## src/rtl/uart_program_loader_pkg.sv

```systemverilog
// Shared types and helpers for the UART program loader and its receiver core.
package uart_program_loader_pkg;

    localparam int UART_DATA_BITS = 8;

    typedef enum logic [1:0] {
        RX_IDLE,
        RX_START,
        RX_DATA,
        RX_STOP
    } rx_state_t;

    // Width of a down-counter that must hold CLKS_PER_BIT-1.
    function automatic int baud_cnt_width(input int clks_per_bit);
        return (clks_per_bit <= 2) ? 1 : $clog2(clks_per_bit);
    endfunction

endpackage

```

## src/rtl/uart_program_loader_if.sv

```systemverilog
// Program-memory write port driven by the loader (master) into CPU memory (slave).
interface uart_program_loader_if #(
    parameter int WORD_WIDTH           = 7,
    parameter int MEMORY_ADDRESS_WIDTH = 4
);
    logic                            mem_we_o;
    logic [MEMORY_ADDRESS_WIDTH-1:0] mem_addr_o;
    logic [WORD_WIDTH-1:0]           mem_data_o;

    modport master (output mem_we_o, output mem_addr_o, output mem_data_o);
    modport slave  (input  mem_we_o, input  mem_addr_o, input  mem_data_o);
endinterface

```

## src/rtl/uart_program_loader_uart_rx_core.sv

```systemverilog
// 8N1 UART receiver: rx synchroniser, mid-bit sampling FSM, one-cycle byte/error strobes.
//
// state    | meaning
// RX_IDLE  | line idle, waiting for a low level while enabled
// RX_START | half-bit wait, then confirm start bit (high = glitch, drop)
// RX_DATA  | sample 8 data bits LSB first, one per bit period
// RX_STOP  | sample stop bit; high = byte_valid, low = frame_err
module uart_rx_core
    import uart_program_loader_pkg::*;
#(
    parameter int CLKS_PER_BIT = 16
) (
    input  logic                      clk,
    input  logic                      rst,
    input  logic                      en,
    input  logic                      rx,
    output logic                      byte_valid,
    output logic [UART_DATA_BITS-1:0] byte_data,
    output logic                      frame_err
);

    localparam int CW = baud_cnt_width(CLKS_PER_BIT);
    localparam int BW = $clog2(UART_DATA_BITS);
    localparam logic [CW-1:0] HALF_RELOAD = CW'(CLKS_PER_BIT / 2 - 1);
    localparam logic [CW-1:0] FULL_RELOAD = CW'(CLKS_PER_BIT - 1);
    localparam logic [BW-1:0] LAST_BIT    = BW'(UART_DATA_BITS - 1);

    logic                      rx_meta;
    logic                      rx_s;
    rx_state_t                 state;
    rx_state_t                 state_next;
    logic [CW-1:0]             baud_cnt;
    logic [BW-1:0]             bit_cnt;
    logic [UART_DATA_BITS-1:0] shift;
    logic                      tick;

    assign tick      = (baud_cnt == '0);
    assign byte_data = shift;

    always_ff @(posedge clk or posedge rst) begin
        if (rst) begin
            rx_meta <= 1'b1;
            rx_s    <= 1'b1;
        end else begin
            rx_meta <= rx;
            rx_s    <= rx_meta;
        end
    end

    always_ff @(posedge clk or posedge rst) begin
        if (rst) begin
            state <= RX_IDLE;
        end else begin
            state <= state_next;
        end
    end

    always_comb begin
        state_next = state;
        if (!en) begin
            state_next = RX_IDLE;
        end else begin
            case (state)
                RX_IDLE:  if (!rx_s) state_next = RX_START;
                RX_START: if (tick) state_next = rx_s ? RX_IDLE : RX_DATA;
                RX_DATA:  if (tick && bit_cnt == LAST_BIT) state_next = RX_STOP;
                RX_STOP:  if (tick) state_next = RX_IDLE;
                default:  state_next = RX_IDLE;
            endcase
        end
    end

    // Baud counter reloads with a half period in IDLE so the START check lands mid-bit.
    always_ff @(posedge clk or posedge rst) begin
        if (rst) begin
            baud_cnt <= '0;
            bit_cnt  <= '0;
            shift    <= '0;
        end else if (state == RX_IDLE) begin
            baud_cnt <= HALF_RELOAD;
            bit_cnt  <= '0;
        end else if (tick) begin
            baud_cnt <= FULL_RELOAD;
            if (state == RX_DATA) begin
                shift   <= {rx_s, shift[UART_DATA_BITS-1:1]};
                bit_cnt <= bit_cnt + 1'b1;
            end
        end else begin
            baud_cnt <= baud_cnt - 1'b1;
        end
    end

    always_comb begin
        byte_valid = 1'b0;
        frame_err  = 1'b0;
        if (en && state == RX_STOP && tick) begin
            byte_valid = rx_s;
            frame_err  = !rx_s;
        end
    end

endmodule

```

## src/rtl/uart_program_loader.sv

```systemverilog
// UART bootloader: holds the CPU while programming, writes received words
// sequentially into program memory, then verifies a trailing XOR checksum byte.
module uart_program_loader
    import uart_program_loader_pkg::*;
#(
    parameter int CLKS_PER_BIT         = 16,
    parameter int WORD_WIDTH           = 7,
    parameter int MEMORY_ADDRESS_WIDTH = 4,
    parameter int MEMORY_REGISTERS     = 16
) (
    input  logic                  clk_i,
    input  logic                  reset_i,
    input  logic                  bl_programm_i,
    input  logic                  rx_i,
    output logic                  cpu_hold_o,
    output logic                  done_o,
    output logic                  error_o,
    uart_program_loader_if.master mem
);

    // One extra bit so the count can reach MEMORY_REGISTERS itself.
    localparam int CNT_W = MEMORY_ADDRESS_WIDTH + 1;
    localparam logic [CNT_W-1:0] LAST_COUNT = CNT_W'(MEMORY_REGISTERS);

    logic                      prog_meta;
    logic                      prog_s;
    logic                      prog_rise;
    logic                      byte_valid;
    logic                      frame_err;
    logic [UART_DATA_BITS-1:0] byte_data;
    logic [CNT_W-1:0]          count;
    logic                      locked;
    logic [UART_DATA_BITS-1:0] checksum;

    always_ff @(posedge clk_i or posedge reset_i) begin
        if (reset_i) begin
            prog_meta  <= 1'b0;
            prog_s     <= 1'b0;
            cpu_hold_o <= 1'b0;
        end else begin
            prog_meta  <= bl_programm_i;
            prog_s     <= prog_meta;
            cpu_hold_o <= prog_s;
        end
    end

    // cpu_hold_o is prog_s delayed by one cycle, so it doubles as the edge-detect history.
    assign prog_rise = prog_s & ~cpu_hold_o;

    uart_rx_core #(
        .CLKS_PER_BIT (CLKS_PER_BIT)
    ) u_rx (
        .clk        (clk_i),
        .rst        (reset_i),
        .en         (prog_s),
        .rx         (rx_i),
        .byte_valid (byte_valid),
        .byte_data  (byte_data),
        .frame_err  (frame_err)
    );

    always_ff @(posedge clk_i or posedge reset_i) begin
        if (reset_i) begin
            count          <= '0;
            locked         <= 1'b0;
            checksum       <= '0;
            done_o         <= 1'b0;
            error_o        <= 1'b0;
            mem.mem_we_o   <= 1'b0;
            mem.mem_addr_o <= '0;
            mem.mem_data_o <= '0;
        end else begin
            mem.mem_we_o <= 1'b0;
            if (prog_rise) begin
                count    <= '0;
                locked   <= 1'b0;
                checksum <= '0;
                done_o   <= 1'b0;
                error_o  <= 1'b0;
            end else if (!locked) begin
                if (frame_err) begin
                    error_o <= 1'b1;
                end
                if (byte_valid) begin
                    if (count < LAST_COUNT) begin
                        mem.mem_we_o   <= 1'b1;
                        mem.mem_addr_o <= count[MEMORY_ADDRESS_WIDTH-1:0];
                        mem.mem_data_o <= byte_data[WORD_WIDTH-1:0];
                        checksum       <= checksum ^ byte_data;
                        count          <= count + 1'b1;
                    end else begin
                        locked <= 1'b1;
                        if (byte_data == checksum) begin
                            done_o <= 1'b1;
                        end else begin
                            error_o <= 1'b1;
                        end
                    end
                end
            end
        end
    end

endmodule
```

## src/flat_wrapper.sv

```systemverilog
// flat-port wrapper written by rule: the top's interface ports become plain ports
module uart_program_loader_flat import uart_program_loader_pkg::*;
#(
    parameter int CLKS_PER_BIT         = 16,
    parameter int WORD_WIDTH           = 7,
    parameter int MEMORY_ADDRESS_WIDTH = 4,
    parameter int MEMORY_REGISTERS     = 16
)
  (clk_i, reset_i, bl_programm_i, rx_i, cpu_hold_o, done_o, error_o, mem_mem_we_o, mem_mem_addr_o, mem_mem_data_o);
  uart_program_loader_if #(.WORD_WIDTH(WORD_WIDTH), .MEMORY_ADDRESS_WIDTH(MEMORY_ADDRESS_WIDTH)) mem_i ();
  input  logic clk_i;
  input  logic reset_i;
  input  logic bl_programm_i;
  input  logic rx_i;
  output logic cpu_hold_o;
  output logic done_o;
  output logic error_o;
  output wire logic [$bits(mem_i.mem_we_o)-1:0] mem_mem_we_o;
  output wire logic [$bits(mem_i.mem_addr_o)-1:0] mem_mem_addr_o;
  output wire logic [$bits(mem_i.mem_data_o)-1:0] mem_mem_data_o;
  assign mem_mem_we_o = mem_i.mem_we_o;
  assign mem_mem_addr_o = mem_i.mem_addr_o;
  assign mem_mem_data_o = mem_i.mem_data_o;
  uart_program_loader #(.CLKS_PER_BIT(CLKS_PER_BIT), .WORD_WIDTH(WORD_WIDTH), .MEMORY_ADDRESS_WIDTH(MEMORY_ADDRESS_WIDTH), .MEMORY_REGISTERS(MEMORY_REGISTERS)) u_core (.clk_i(clk_i), .reset_i(reset_i), .bl_programm_i(bl_programm_i), .rx_i(rx_i), .cpu_hold_o(cpu_hold_o), .done_o(done_o), .error_o(error_o), .mem(mem_i));
endmodule
```

## config.mk

```make
export PLATFORM = sky130hd
export DESIGN_NAME = uart_program_loader_flat
export DESIGN_NICKNAME = d
export VERILOG_FILES = /design/src/rtl/uart_program_loader_pkg.sv /design/src/rtl/uart_program_loader_if.sv /design/src/rtl/uart_program_loader_uart_rx_core.sv /design/src/rtl/uart_program_loader.sv /design/src/flat_wrapper.sv
export SDC_FILE = /design/constraint.sdc
export NUM_CORES = 1
export LEC_CHECK = 0
export BUFFER_PORTS_ARGS = -buffer_cell sky130_fd_sc_hd__buf_2
export CAP_MARGIN = 0
export CORE_ASPECT_RATIO = 0.7
export CORE_MARGIN = 2
export CORE_UTILIZATION = 50
export DETAILED_ROUTE_END_ITERATION = 8
export PLACE_DENSITY_LB_ADDON = 0.05
export SLEW_MARGIN = 20
export SYNTH_ARGS = -nofsm -noshare
export SYNTH_HDL_FRONTEND = slang
export SYNTH_SLANG_ARGS = --single-unit
```

## constraint.sdc

```tcl
create_clock -name clk_i -period 3 [get_ports clk_i]
set_input_delay 0.45 -clock clk_i [delete_from_list [all_inputs] [get_ports clk_i]]
set_output_delay 0.45 -clock clk_i [all_outputs]
set_load 0.05 [all_outputs]
```

==> metrics.md, run 1 <==
| Metric | Value |
|---|---|
| Critical path class | `reg -> reg` |
| Non-filler cells, final | `253` |
| Critical Path AT | `2.23 ns` |
| Crit path buf inv count | `1` |
| Worst Tran Pin Value | `0.818 ns` |
| H-tree levels | `2` |
| FF+latch count, synth | `50` |
| Area of the multi-input gates | `slightly below 900 um^2` |
| DP Wirelength | `2640 um` |
| Die extent in x | `83.3 um` |
| First-pass GRT wire length | `6780 um` |
| Synth cell types | `40` |
| MaxCap Viol Count | `0` |
| Final-stage net count | `slightly above 200` |
| Post-CTS Setup Inserts | `0` |
| Reg clk slew, reported paths | `about 0.090 ns` |
| Max VDD drop | `~0.38 mV` |
| CTS tree | `yes` |
| I/O Buffers | `18` |
| Hold-fix buffers, CTS | `0` |
| Die area | `0.00496 mm^2` |
| CP top delay family | `simple AND/OR/NAND/NOR gates` |
| Crit path time final | `2.04 ns` |
| Ratio of cells with drive above 1 in the final layout | `between 30% and 40%` |
| Pwr/cell area | `approximately 520 mW/mm^2` |
| Pins over their slew limit | `0` |
| HP Class | `in -> reg` |
| Grt total ovfl | `0` |
| Final Routed Wirelength | `3890 um` |
| Ant. Diodes | `0` |
| Wire length per cell | `~15 um` |
| Register area | `approximately 0.0013 mm^2` |
| Leakage | `~1.3 nW` |
| Row Count | `20` |
| Worst setup SP type | `flop` |
| CP Max Fanout | `8` |
| Syn Nets | `approximately 180` |
| Filler cell count | `approximately 340` |
| Total CTS buffers | `5` |
| Routed Antenna Nets | `0` |
| Synthesized cell area | `about 0.0022 mm^2` |
| Post-cts sizing count | `0` |
| Crit path largest cell delay | `approximately 0.55 ns` |
| Max_slew headroom | `45.4%` |
| Drt first pass iters | `4` |
| CP endpoint kind | `flop` |
| Yosys synthesis warning count | `0` |
| Cell chain of the critical path | `inv_1 -> ha_1 -> or3b_2 -> nor2_4 -> nand2_2 -> mux2_2` |
| Unrepaired setup endpoints after global routing | `false` |
| Final setup TNS | `0 ns` |
| Tcrit/Tclk final | `between 60% and 70%` |
| Total power | `1.28 mW` |
| Syn_area_per_cell | `12.5 um^2` |
| CTS Sinks | `50` |
| Vias per cell | `between 5 and 6` |
| Status | `completed` |
| Gr usage total | `18.0%` |
| Root Driver | `clkbuf_8` |
| Worst Path Required | `~3.2 ns` |
| Area grow syn2layout | `12.5%` |
| Max Freq | `slightly below 500 MHz` |
| Final hold vios | `0` |
| Die height | `59.5 um` |
| Final worst clock skew | `roughly 0.0057 ns` |
| DR iter-0 viols | `27` |
| Largest net degree at the start of global routing | `51` |
| Finished Cell Area | `around 0.0025 mm^2` |
| DR DRC count | `0` |
| RD Place Congestion | `0.746` |
| Initial Utilization | `between 50% and 60%` |
| DR vias | `around 1400` |
| Sequential area share after synthesis | `between 50 and 60%` |
| Setup-failing EPs final | `0` |
| Placement Cell Area | `between 0.002 and 0.0025 mm^2` |
| Core footprint | `between 0.004 and 0.005 mm^2` |
| Initial antenna violation count | `0` |
| CTS max path bufs | `2` |
| Cells after Synth | `approximately 180` |
| CP max stage cell | `or3b_2` |
| Vias in the first global route | `around 1400` |
| Clk_lat worst skew | `~0.30 ns` |
| IO Pins | `19` |
| Placed instance count | `between 200 and 250` |
[state kept, by name (all words and copies together) (netlist names), 2 cells and up]
| signal | count |
|---|---|
| u_core.u_rx.bit_cnt | 3 |
| u_core.u_rx.byte_data | 8 |
| u_core.checksum | 8 |
| u_core.u_rx.baud_cnt | 4 |
| u_core.mem.mem_data_o | 7 |
| u_core.count | 5 |
| u_core.mem.mem_addr_o | 4 |
| u_core.u_rx.state | 2 |
[synthesized netlist by cell type, drive strengths merged]
master	instances	area, um^2
a21boi	1	7.51
a21oi	2	10.0
a221o	1	10.0
a22o	5	46.3
a311oi	1	8.76
a41oi	1	8.76
and3	1	6.26
buf	5	37.5
clkbuf	2	7.51
dfrtp	48	1200
dfstp	2	52.6
ha	4	50.1
inv	4	15.0
mux2	20	225
mux2i	1	10.0
nand2	8	32.5
nand2b	1	6.26
nand3	4	25.0
nand3b	1	7.51
nand4	11	68.8
nor2	18	75.1
nor2b	1	6.26
nor3	1	5.00
nor3b	2	31.3
nor4	2	12.5
o211ai	1	7.51
o21a	1	7.51
o21ai	2	10.0
o31ai	2	15.0
or3	2	12.5
or3b	1	8.76
or4	1	7.51
xnor2	1	8.76
xor2	18	158
[placed cells by master (no fill, tap or decap), drive strengths merged, types with 2 or more instances in the layout]
cell type and instances:
nor3b 2, inv 3, o31ai 2, dfrtp 48
nor2 18, o21ai 2, or3 2, dfstp 2
a22o 5, mux2 20, clkbuf 5, clkinv 2
bufinv 2, ha 4, nand3 4, nor4 2
nand2 8, buf 21, a21oi 2, nand4 11
xor2 18
[cells by family (layout without fill, tap and decap cells)]
kind of cell             count (synthesis)  count (layout)  synth area share, %
AND/OR/NAND/NOR                         54              54                 13.9
flip-flops                              50              50                 56.9
multiplexers                            21              21                 10.7
XOR/XNOR                                19              19                 7.56
AO/OA/AOI/OAI                           17              17                 5.97
buffers and inverters                   11              33                 2.73
adder cells (fa/ha/maj)                  4               4                 2.27
[worst paths after layout]
path                                         start                       end  slack (ns)  depth (start not counted)
setup / recovery           u_core.u_rx.baud_cnt[0]  u_core.u_rx.byte_data[6]        0.96                          6
hold / removal                                rx_i       u_core.u_rx.rx_meta        0.24                          1
setup reg to reg           u_core.u_rx.baud_cnt[0]  u_core.u_rx.byte_data[6]        0.96                          6
hold reg to reg                   u_core.prog_meta             u_core.prog_s        0.36                          0
max in group asynchronous                  reset_i  u_core.u_rx.byte_data[6]        2.24                          2
min in group asynchronous                  reset_i            u_core.error_o        0.27                          2
[routing by layer]
metal	track usage [%]	routed length [um]	vias up
li1	-	-	658
met1	24.4	1940	701
met2	27.8	1740	25
met3	4.32	150	5
met4	8.90	53	0
met5	0	0	-
[through the flow]
stage | util, % | hold WS, ns | setup slack [ns]
after floorplan | - | 0.331 | 1.21
after CTS | 57.9 | 0.232 | 0.965
after detailed placement | 54.6 | 0.345 | 0.982
after global placement | 54.6 | 0.339 | 1.03
after global routing | 57.9 | 0.216 | 0.818
final | 57.9 | 0.245 | 0.965
[power by group]
part | switching [mW] | internal (mW) | total (mW)
sequential | 0.00776 | 0.681 | 0.689
combinational | 0.0267 | 0.00795 | 0.0346
clock | 0.227 | 0.334 | 0.561
[final cells by class]
class	count	area share (%)
multi-input cells	115	35.9
flip-flops and latches	50	50.6
inverters	4	0.657
clock buffers	5	2.78
well taps	55	2.78
clock inverters	3	2.78
repair buffers	21	4.55
No activity file was read; power rests on OpenSTA's default activity.
==> run 2: changes to the inputs <==
==> constraint.sdc (replaced) <==
create_clock -name clk_i -period 1.6 [get_ports clk_i]
set_input_delay 0.24 -clock clk_i [delete_from_list [all_inputs] [get_ports clk_i]]
set_output_delay 0.24 -clock clk_i [all_outputs]
set_load 0.05 [all_outputs]
==> metrics.md, run 2 (synthesis results as in run 1) <==
| Metric | Value |
|---|---|
| Final setup TNS | `-1.38 ns` |
| Core Util, Final | `63.5%` |
| Crit path largest cell delay | `around 0.41 ns` |
| Pins over their slew limit | `0` |
| H-tree levels | `2` |
| Core footprint | `0.00428 mm^2` |
| Initial Utilization | `51.5%` |
| Place WS | `-0.104 ns` |
| CTS Sinks | `50` |
| RD Place Congestion | `between 0.7 and 0.8` |
| Gr usage total | `slightly below 20%` |
| Vias per cell | `5.45` |
| Final worst clock skew | `roughly 0.011 ns` |
| CP endpoint kind | `flop` |
| IO Pins | `19` |
| CTS max path bufs | `2` |
| R2R setup slack | `-0.09 ns` |
| Root Driver | `clkbuf_8` |
| Total power | `~2.2 mW` |
| Worst setup SP type | `flop` |
| Total CTS buffers | `5` |
| Non-filler cells, final | `around 280` |
| Die area | `between 0.004 and 0.005 mm^2` |
| Unrepaired setup endpoints after global routing | `true` |
| DR DRC count | `0` |
| Die extent in x | `around 83 um` |
| Ant. Diodes | `0` |
| DR vias | `around 1500` |
| First-pass GRT wire length | `around 7400 um` |
| Worst reg2reg path depth | `6` |
| Final hold vios | `0` |
| Cell chain of the critical path | `inv_2 -> ha_4 -> or3b_4 -> nor2_4 -> nand2_4 -> mux2_2` |
| Worst setup path endpoint | `u_core.u_rx.byte_data[0]` |
| Failing checks | `negative setup slack` |
| DP Wirelength | `around 2900 um` |
| Final worst slack | `-0.0862 ns` |
| Status | `finished with violations` |
| DR iter-0 viols | `47` |
| I/O Buffers | `18` |
| Reg2reg end | `u_core.u_rx.byte_data[0]` |
| MaxCap Viol Count | `0` |
| Max VDD drop | `0.546 mV` |
| Filler cell count | `between 300 and 400` |
| Tcrit/Tclk final | `105%` |
| Min Hold Slack | `approximately 0.034 ns` |
| Max Freq | `593 MHz` |
| Placement Cell Area | `0.00247 mm^2` |
| Wire length per cell | `roughly 16 um` |
| Worst Tran Pin Value | `0.272 ns` |
| Initial antenna violation count | `0` |
| Die height | `between 50 and 60 um` |
| Routed Antenna Nets | `0` |
| Setup-failing EPs final | `23` |
| Commonest non-fill, non-tap cell in the layout | `dfrtp_1` |
| Grt total ovfl | `0` |
| Critical Path AT | `approximately 1.9 ns` |
| Final Routed Wirelength | `between 4000 and 5000 um` |
| Vias in the first global route | `~1500` |
| Reg2reg start | `u_core.u_rx.baud_cnt[1]` |
| Worst Path Required | `around 1.8 ns` |
| HP Class | `in -> reg` |
| Worst Setup SP | `u_core.u_rx.baud_cnt[1]` |
| Final-stage net count | `~230` |
| Reg clk slew, reported paths | `0.09 ns` |
| CP Max Fanout | `8` |
| Placed instance count | `260` |
| Ratio of cells with drive above 1 in the final layout | `39.6%` |
| Area grow syn2layout | `23.3%` |
| CTS tree | `yes` |
| Pwr/cell area | `793 mW/mm^2` |
| Clk_lat worst skew | `0.31 ns` |
| Drt first pass iters | `4` |
| Leakage | `approximately 1.4 nW` |
| Largest net degree at the start of global routing | `51` |
| Row Count | `20` |
| Max_slew headroom | `81.8%` |
| CP max stage cell | `or3b_4` |
| Crit path time final | `~1.7 ns` |
| Commonest cells after routing, fill and taps aside | `47 x dfrtp_1, 20 x mux2_2, 19 x buf_4` |
| Critical path class | `reg -> reg` |
| Finished Cell Area | `roughly 0.0027 mm^2` |
## run 2: cell count changes in the layout (fill, tap and decap cells not counted), moves of 2 or more
cell       delta
buf_4        +16
buf_6         +4
inv_2         +3
bufinv_16     -2
clkbuf_1      +2
inv_1         -2
## run 2: worst min-delay path by stage
stage / start / end / slack (ns) / cells after the start
3_5_place_dp: reset_i / u_core.error_o / 0.30 / 3
4_1_cts: rx_i / u_core.u_rx.rx_meta / 0.02 / 1
3_3_place_gp: reset_i / u_core.cpu_hold_o / 0.30 / 3
6_report: rx_i / u_core.u_rx.rx_meta / 0.03 / 1
5_1_grt: rx_i / u_core.u_rx.rx_meta / 0.01 / 1
2_1_floorplan: rx_i / u_core.u_rx.rx_meta / 0.24 / 0
## run 2: per-layer routing
metal | wire length [um] | GRT usage, % | part of all wire (%) | up-vias
li1 | - | - | - | 711
met1 | 2110 | 26.3 | 47 | 762
met2 | 2120 | 31.7 | 48 | 33
met3 | 176 | 4.60 | 4.0 | 4
met4 | 47 | 6.32 | 1.1 | 0
met5 | 0 | 0 | 0 | -
## run 2: repair_timing
item	CTS	global route
hold buffers	1	0
cloned	0	2
endpoints found under the hold margin	48	0
endpoints found under the setup margin	32	37
gates resized for setup	4	12
buffers inserted	2	4
pin swaps	5	12
## run 2: power by group
group	internal (mW)	total [mW]	switching, mW
combinational	0.0418	0.112	0.0697
sequential	1.28	1.28	0.00781
clock	0.353	0.757	0.403
## run 2: worst max-delay path, delay by kind of cell (launching register included)
| kind | cells | cell delay, ns |
|---|---|---|
| DFF | 1 | 0.40 |
| muxes | 1 | 0.29 |
| adders and majority gates | 1 | 0.15 |
| and+or+nand+nor | 3 | 0.65 |
| buffers and inverters | 1 | 0.09 |
## run 2: area by class of cell
cell class / count / area (um^2) / area share [%]
Timing Repair Buffer: 45 / 348 / 12.8
Tap cell: 55 / 68.8 / 2.53
Multi-Input combinational cell: 115 / 938 / 34.6
Sequential cell: 50 / 1250 / 46.2
Inverter: 4 / 15.0 / 0.553
Clock buffer: 8 / 90.1 / 3.32
